[src/rtl/mem_arbiter.sv]
// mem_arbiter: merges instruction/data request streams onto one memory port, one outstanding transaction.
// Optional MEM_ARBITER_ROUND_ROBIN_EN alternates tie winners; default build is fixed data-side priority.
module mem_arbiter #(
   parameter bit bypass_enable = 1'b1
) (
   input  logic        clk,
   input  logic        rst,
   input  logic        imem_valid,
   input  logic        imem_instr,
   input  logic [31:0] imem_addr,
   input  logic [31:0] imem_wdata,
   input  logic [3:0]  imem_wstrb,
   output logic [31:0] imem_rdata,
   output logic        imem_ready,
   input  logic        dmem_valid,
   input  logic        dmem_instr,
   input  logic [31:0] dmem_addr,
   input  logic [31:0] dmem_wdata,
   input  logic [3:0]  dmem_wstrb,
   output logic [31:0] dmem_rdata,
   output logic        dmem_ready,
   output logic        mem_valid,
   output logic        mem_instr,
   output logic [31:0] mem_addr,
   output logic [31:0] mem_wdata,
   output logic [3:0]  mem_wstrb,
   input  logic [31:0] mem_rdata,
   input  logic        mem_ready
);
   typedef enum logic [1:0] {IDLE, BUSY_I, BUSY_D} state_t;
   typedef struct packed {
      logic        instr;
      logic [31:0] addr;
      logic [31:0] wdata;
      logic [3:0]  wstrb;
   } req_t;
   state_t state, state_nx;
   req_t   pi, pd, q, w, ilive, dlive;
   logic   pi_v, pd_v, ic, dc, idle, tie, gnt_i, gnt_d, i_fill, d_fill, prio_d;
   assign ilive = {imem_instr, imem_addr, imem_wdata, imem_wstrb};
   assign dlive = {dmem_instr, dmem_addr, dmem_wdata, dmem_wstrb};
`ifndef MEM_ARBITER_ROUND_ROBIN_EN
   assign prio_d = 1'b1;
`endif
   // grant depends only on state, slots and request inputs, never on mem_ready
   always_comb begin
      idle     = state == IDLE;
      ic       = pi_v | (bypass_enable & imem_valid);
      dc       = pd_v | (bypass_enable & dmem_valid);
      tie      = idle & ic & dc;
      gnt_d    = idle & dc & (~ic | prio_d);
      gnt_i    = idle & ic & ~gnt_d;
      w        = gnt_d ? (pd_v ? pd : dlive) : (pi_v ? pi : ilive);
      mem_valid = gnt_i | gnt_d;
      {mem_instr, mem_addr, mem_wdata, mem_wstrb} = mem_valid ? w : q;
      i_fill   = imem_valid & ~pi_v & ~gnt_i & ~(state == BUSY_I & ~mem_ready);
      d_fill   = dmem_valid & ~pd_v & ~gnt_d & ~(state == BUSY_D & ~mem_ready);
      imem_ready = state == BUSY_I & mem_ready;
      dmem_ready = state == BUSY_D & mem_ready;
      imem_rdata = imem_ready ? mem_rdata : 32'd0;
      dmem_rdata = dmem_ready ? mem_rdata : 32'd0;
      state_nx = gnt_d ? BUSY_D : gnt_i ? BUSY_I : (~idle & mem_ready) ? IDLE : state;
   end
   always_ff @(posedge clk) begin
      if (!rst) begin
         state <= IDLE;
         pi_v  <= 1'b0;
         pd_v  <= 1'b0;
         pi    <= '0;
         pd    <= '0;
         q     <= '0;
      end else begin
         state <= state_nx;
         pi_v  <= i_fill | (pi_v & ~gnt_i);
         pd_v  <= d_fill | (pd_v & ~gnt_d);
         if (i_fill) pi <= ilive;
         if (d_fill) pd <= dlive;
         if (mem_valid) q <= w;
      end
   end
`ifdef MEM_ARBITER_ROUND_ROBIN_EN
   // pointer moves only on contested grants so the loser of a tie wins the next one
   always_ff @(posedge clk) begin
      if (!rst) prio_d <= 1'b1;
      else if (tie) prio_d <= ~gnt_d;
   end
`endif
endmodule

[config.mk]
export PLATFORM = sky130hd
export DESIGN_NAME = mem_arbiter
export DESIGN_NICKNAME = d
export VERILOG_FILES = /design/src/rtl/mem_arbiter.sv
export SDC_FILE = /design/constraint.sdc
export NUM_CORES = 1
export LEC_CHECK = 0
export BUFFER_PORTS_ARGS = -buffer_cell sky130_fd_sc_hd__buf_2
export CAP_MARGIN = 5
export CORE_UTILIZATION = 50
export CTS_CLUSTER_SIZE = 40
export DETAILED_ROUTE_END_ITERATION = 12
export PLACE_DENSITY_LB_ADDON = 0.12
export SETUP_SLACK_MARGIN = 0.4
export SYNTH_ARGS = -nofsm -noshare
export SYNTH_HDL_FRONTEND = slang
export SYNTH_SLANG_ARGS = --single-unit
[constraint.sdc]
create_clock -name clk -period 1.9 [get_ports clk]
set_input_delay 0.095 -clock clk [delete_from_list [all_inputs] [get_ports clk]]
set_output_delay 0.095 -clock clk [all_outputs]
set_load 0.005 [all_outputs]
==> flow_summary.yaml, run 1 <==
hold_path:
  hold_path_depth: 3
  hold_path.class: "in2reg"
  min_from: "mem_ready"
  hold_end: "state[1]$_SDFFE_PN0P_"
synthesis:
  yosys_register_bits: 211
  ys_types: 40
  netlist.area_leader.share_pct: 37.0
  synth.most_common_cell: "dfxtp_1"
  synth_area_um2: 11400
  synth-seq-area-share_pct: 37.0
  syn_area_per_cell_um2: 8.00
  ys_top_cells_by_area: "dfxtp_1, mux2_2, nand2_1"
  async_flop_share_pct: 0
  ys.flop_type: "dfxtp_1"
  synth_warnings: 0
  synth_edf_count: 0
  yosysTopAreaCell: "dfxtp_1"
  syn_inst: 1426
  synth_common_cells: "dfxtp_1, nand2_1, nand3_1, o21ai_0, clkbuf_1"
  synth_nets: 1601
sta:
  worst_clock_skew_ns: 0.0116
  fmax_mhz: 472
  slew_viol_final: 0
  hold_violations: 0
  fin_crit_ns: 2.12
  slew_headroom_pct: 57.5
  setup_ws_ns: -0.221
  setup_viol: 84
  worstMarginPinSlew_ns: 0.638
  fin_crit_sh_pct: 112
  rsz0062_at_grt: "true"
placement:
  portBuffers: 310
  dp.cells: 1903
  place.gp.congestion: 0.796
  dp_hpwl_um: 22600
  placed_cell_area_um2: 13200
floorplanning:
  ios: 311
  chipWidth_um: 153
  dieArea_um2: 23400
  start_util_pct: 51.6
  core_area_um2: 22100
  core.rowCount: 54
  die_y_um: 153
power_and_ir_drop:
  internal_power_w: 0.00950
  power_w: 0.0138
  seqPwrFrac_pct: 35.8
  power.leakage_nw: 7.41
  p_switching_w: 0.00427
  switching_share_pct: 31.0
  p_clk_share_pct: 32.7
  ir_drop_mv: 0.636
  power.density_nw_per_um2: 777
  comb_power_share_pct: 31.5
cts:
  cts.clk_slew.worst_paths_ns: 0.06
  root_buffer: "clkbuf_16"
  cts.sink_count: 211
  tritoncts: "done"
  cts-buffers-inserted: 24
  clk_latency_ns: 0.52
  htreeDepth: 1
  clock_path_buffers: 3
critical_path:
  rr_endpoint: "pi[59]$_SDFFE_PN0P_"
  rrSetupSlack_ns: 0.06
  crit_required_ns: 1.80
  r2r_start: "pi_v$_SDFF_PN0_"
  cp-end-kind: "output port"
  path_class: "reg2out"
  crit_path_max_fanout: 9
  arrival_ns: 2.03
  cp-start-kind: "register"
  rr_worst_depth: 7
flow_run:
  cap_violations: 0
finish:
  drive_gt1_share_pct: 34.3
  syn_to_final_growth_pct: 55.3
  fin_area_um2: 17700
  n_fill_cell: 1404
  layout.cells.non_filler: 2162
  fin_nets: 2038
  postLayoutCoreUtil_pct: 80.2
global_route:
  grt_remaining_overflow: 0
  grt_max_degree: 140
  grt.total_usage_pct: 33.6
  grt_pass1_wl_um: 63700
  antenna_found_initial: 7
  grt_pass1_vias: 12045
drt:
  wl_um: 49000
  first_pass_iters: 6
  drt_iter0_markers: 1489
  vias: 13642
  wl_per_cell_um: 22.7
  viasPerCell: 6.31
  ant_nets: 0
  drc: 0
status:
  violations: "negative setup slack"
  run_status: "finished, violations left"
## repair_timing
item                       in CTS  in global routing
cloned                          8                 35
hold endpoints to repair      139                  0
pin swaps                      33                 48
gates resized for setup       150                179
setup endpoints to repair     326                291
buffers inserted               14                 19
hold buffers                  138                  0
## sequential cells by signal (all words and copies together) (netlist names)
| signal | flops |
|---|---|
| state | 2 |
| pi | 69 |
| pd_v | 1 |
| pi_v | 1 |
| q | 69 |
| pd | 69 |
## cell usage in the layout, fill, tap and decap left out, drive strengths merged
cell type | Yosys | final
buf | 42 | 400
dfxtp | 211 | 211
nand2 | 206 | 206
dlygate4sd3 | 0 | 138
nand3 | 134 | 134
o21ai | 134 | 134
a21oi | 79 | 79
mux2i | 69 | 69
mux2 | 69 | 69
a21o | 66 | 66
nand3b | 65 | 65
nand4 | 65 | 65
a31oi | 65 | 65
and2 | 64 | 64
clkbuf | 112 | 62
nor4 | 9 | 9
nor2 | 7 | 7
nand2b | 6 | 6
diode | 0 | 5
nor3 | 5 | 5
or2 | 3 | 4
or3b | 4 | 4
inv | 1 | 2
nor3b | 2 | 2
nor2b | 2 | 2
clkinv | 1 | 2
or4 | 1 | 1
a2111oi | 1 | 1
o21bai | 1 | 1
a22oi | 1 | 1
o21a | 1 | 1
bufinv | 0 | 1
clkinvlp | 0 | 1
## critical path: stages (launching register included)
cell	delay (ns)
dfxtp_4	0.42
buf_6	0.15
buf_12	0.14
mux2_2	0.36
nand4_1	0.15
nand3_1	0.13
buf_2	0.15
## layout make-up
class                      count  area (µm²)  area share (%)
multi-input combinational   1060        7000            39.5
timing repair buffer         564        5360            30.3
sequential                   211        4240            23.9
clock buffer                  36         687            3.88
tap                          280         350            1.98
clock inverter                 4        51.3           0.290
antenna                        5        12.5          0.0706
inverter                       2        10.0          0.0565
## per-stage QoR
| stage | setup slack, ns | hold WS, ns | TNS, ns |
|---|---|---|---|
| global route | -0.223 | 0.0275 | -13.94 |
| CTS | -0.171 | 0.0152 | -8.38 |
| finish | -0.221 | 0.0278 | -9.13 |
| detailed placement | 0.0654 | 0.360 | 0 |
| floorplan | 0.390 | 0.237 | 0 |
| global placement | 0.134 | 0.350 | 0 |
## per-layer routing
layer / part of all wire [%] / vias to the layer above / GRT usage, %
met5: 0.049 / - / 0
met4: 4.9 / 4 / 14.9
met3: 11 / 207 / 5.81
met2: 46 / 956 / 56.1
met1: 39 / 6464 / 42.6
li1: - / 6011 / -
## worst max-delay path by stage
stage	slack (ns)	start	cells past startpoint	to
after floorplan	0.39	state[1]$_SDFFE_PN0P_	7	q[29]$_SDFF_PN0_
after global placement	0.13	pi_v$_SDFF_PN0_	5	mem_wdata[19]
after detailed placement	0.07	state[1]$_SDFFE_PN0P_	5	mem_wdata[18]
after CTS	-0.17	pi_v$_SDFF_PN0_	6	mem_wdata[25]
after global routing	-0.22	pi_v$_SDFF_PN0_	6	mem_wdata[20]
final	-0.22	pi_v$_SDFF_PN0_	6	mem_wdata[2]
## power groups by stage
stage | registers [W] | clock network, W | logic [W]
5_1_grt | 0.00496 | 0.00469 | 0.00452
4_1_cts | 0.00490 | 0.00449 | 0.00350
3_5_place_dp | 0.00501 | 0 | 0.00285
6_report | 0.00493 | 0.00450 | 0.00433
2_1_floorplan | 0.00494 | 0 | 0.00180
3_3_place_gp | 0.00500 | 0 | 0.00281
## logic make-up after synthesis
kind of cell	after synthesis	share of synthesized area, %
simple gates	573	26.2
compound gates	348	17.7
flops	211	37.0
buf+inv	156	6.17
mux	138	12.9
Power figures use the tool's default switching activity.
==> inputs of run 2 (changes only) <==
--- a/config.mk
+++ b/config.mk
@@ -7,8 +7,7 @@
 export LEC_CHECK = 0
 export BUFFER_PORTS_ARGS = -buffer_cell sky130_fd_sc_hd__buf_2
 export CAP_MARGIN = 5
-export CORE_UTILIZATION = 50
-export CTS_CLUSTER_SIZE = 40
+export CORE_UTILIZATION = 48
 export DETAILED_ROUTE_END_ITERATION = 12
 export PLACE_DENSITY_LB_ADDON = 0.12
 export SETUP_SLACK_MARGIN = 0.4
==> constraint.sdc (replaced) <==
create_clock -name clk -period 1.8 [get_ports clk]
set_input_delay 0.09 -clock clk [delete_from_list [all_inputs] [get_ports clk]]
set_output_delay 0.09 -clock clk [all_outputs]
set_load 0.005 [all_outputs]
==> run 2 against run 1 <==
  * The flow still finishes with violations (negative setup slack)
  * Final area up 2.8%
  * Power up 9.0%
  * Routed wire length up 8.2%
  * Cell count up 3.8%
  * Non-clock buffer count up 40
  * Setup slack worse by 0.14 ns
  * Die area up 4.1%
  * Combinational power up 15%
  * Global-route usage up 0.93 points
  * Worst hold slack better by 0.038 ns
  * Critical path type unchanged
  * Largest cell class unchanged
==> flow_summary.yaml, run 2 (same netlist as run 1, synthesis figures left out) <==
status:
  run_status: "finished, violations left"
  violations: "negative setup slack"
critical_path:
  rrSetupSlack_ns: -0.19
  path_class: "reg2out"
  r2r_start: "pi_v$_SDFF_PN0_"
  crit_path_max_fanout: 13
  cp-start-kind: "register"
  cp-end-kind: "output port"
  rr_endpoint: "pi[20]$_SDFFE_PN0P_"
  rr_worst_depth: 7
  arrival_ns: 2.07
  crit_required_ns: 1.71
global_route:
  grt_pass1_vias: 12261
  grt.total_usage_pct: 34.6
  grt_pass1_wl_um: 66700
  grt_max_degree: 140
  antenna_found_initial: 10
  grt_remaining_overflow: 0
power_and_ir_drop:
  power.density_nw_per_um2: 824
  power.leakage_nw: 7.71
  power_w: 0.0150
  ir_drop_mv: 0.643
drt:
  ant_nets: 0
  viasPerCell: 6.24
  wl_um: 53100
  vias: 14002
  drt_iter0_markers: 1718
  first_pass_iters: 6
  wl_per_cell_um: 23.6
  drc: 0
sta:
  worst_clock_skew_ns: 0.00774
  fmax_mhz: 463
  setup_viol: 179
  hold_violations: 0
  setup_tns_ns: -30.24
  slew_viol_final: 0
  hold_ws_ns: 0.0657
  setup_ws_ns: -0.358
  fin_crit_sh_pct: 120
  rsz0062_at_grt: "true"
  fin_crit_ns: 2.16
  worstMarginPinSlew_ns: 0.647
  slew_headroom_pct: 56.8
floorplanning:
  die_y_um: 156
  chipWidth_um: 156
  dieArea_um2: 24400
  core.rowCount: 56
  ios: 311
  core_area_um2: 23400
  start_util_pct: 48.7
finish:
  drive_gt1_share_pct: 36.4
  layout.cells.non_filler: 2244
  postLayoutCoreUtil_pct: 77.8
  fin_nets: 2077
  reg.largest.list: "pd: 69 flops, pi: 69 flops, q: 69 flops"
  final_cell_mix: "buf_2, dfxtp_1, nand2_1, dlygate4sd3_1, nand3_1"
  final_common_cell: "buf_2"
  n_fill_cell: 1594
  syn_to_final_growth_pct: 59.7
cts:
  root_buffer: "clkbuf_16"
  htreeDepth: 1
  tritoncts: "done"
  cts.sink_count: 211
  clock_path_buffers: 3
  cts-buffers-inserted: 24
  cts.clk_slew.worst_paths_ns: 0.06
  clk_latency_ns: 0.53
hold_path:
  hold_end: "q[54]$_SDFF_PN0_"
  hold_path.class: "in2reg"
  min_from: "imem_addr[18]"
  hold_path_depth: 4
placement:
  dp_hpwl_um: 23300
  place.gp.congestion: 0.838
  dp.cells: 1947
  portBuffers: 310
flow_run:
  cap_violations: 0
-- run 2: changes by cell type in the layout (fill, tap and decap cells not counted), moves of 10 or more --
cell     previous run  this run
and2_1              8        24
buf_6              71        81
buf_2             251       265
nand3_2             0        12
o21ai_1            45        33
and2_4             56        40
nand3_1           134       122
buf_4              25        45
-- run 2: routing by layer --
layer / vias up / global-route usage, % / part of all wire (%)
met5: - / 0 / 0.083
li1: 6087 / - / -
met1: 6698 / 44.9 / 38
met4: 8 / 14.7 / 6.0
met3: 235 / 6.50 / 11
met2: 974 / 56.0 / 45
-- run 2: final cells by class --
class                           instances  area (µm²)  share of cell area [%]
Multi-Input combinational cell       1059        7180                    39.4
Antenna cell                            6        15.0                  0.0825
Clock inverter                          7        40.0                   0.220
Clock buffer                           36         717                    3.94
Inverter                                2        10.0                  0.0550
Timing Repair Buffer                  604        5610                    30.8
Sequential cell                       211        4240                    23.3
Tap cell                              319         399                    2.19
-- run 2: worst max path at each step --
stage	startpoint	to	slack (ns)	depth (start not counted)
after floorplan	pd_v$_SDFF_PN0_	pi[57]$_SDFFE_PN0P_	0.34	7
after global placement	pi_v$_SDFF_PN0_	pi[11]$_SDFFE_PN0P_	0.19	4
after detailed placement	pd_v$_SDFF_PN0_	pi[10]$_SDFFE_PN0P_	0.12	4
after CTS	pi_v$_SDFF_PN0_	mem_addr[18]	-0.29	5
after global routing	pi_v$_SDFF_PN0_	mem_instr	-0.35	6
final	pi_v$_SDFF_PN0_	mem_wstrb[0]	-0.36	6
-- run 2: worst max-delay path, cell delays in order (launching register included) --
cell and delay, ns:
dfxtp_4 0.43, buf_12 0.18, buf_12 0.18, mux2_4 0.31, nand4_1 0.14, nand3_1 0.12, buf_2 0.17
-- run 2: repair_timing --
item | in CTS | in global routing
endpoints found under the setup margin | 343 | 343
resized for setup | 137 | 187
gates cloned | 15 | 35
buffers inserted | 26 | 32
endpoints found under the hold margin | 148 | 0
pin swaps | 7 | 70
hold buffers | 140 | 0
-- run 2: power by group --
part	total [W]	internal [W]	leakage [nW]	switching [W]
clock network	0.00482	0.00275	0.371	0.00208
registers	0.00522	0.00504	1.73	0.000180
logic	0.00496	0.00239	5.61	0.00257
total	0.0150	0.0102	7.71	0.00482
-- run 2: metrics by stage --
| step | worst slack, ns | area (µm²) |
|---|---|---|
| 6_report | -0.358 | 18200 |
| 5_1_grt | -0.350 | 18200 |
| 4_1_cts | -0.292 | 16500 |
| 3_5_place_dp | 0.122 | 13400 |
| 3_3_place_gp | 0.189 | 13400 |
| 2_1_floorplan | 0.341 | 11600 |
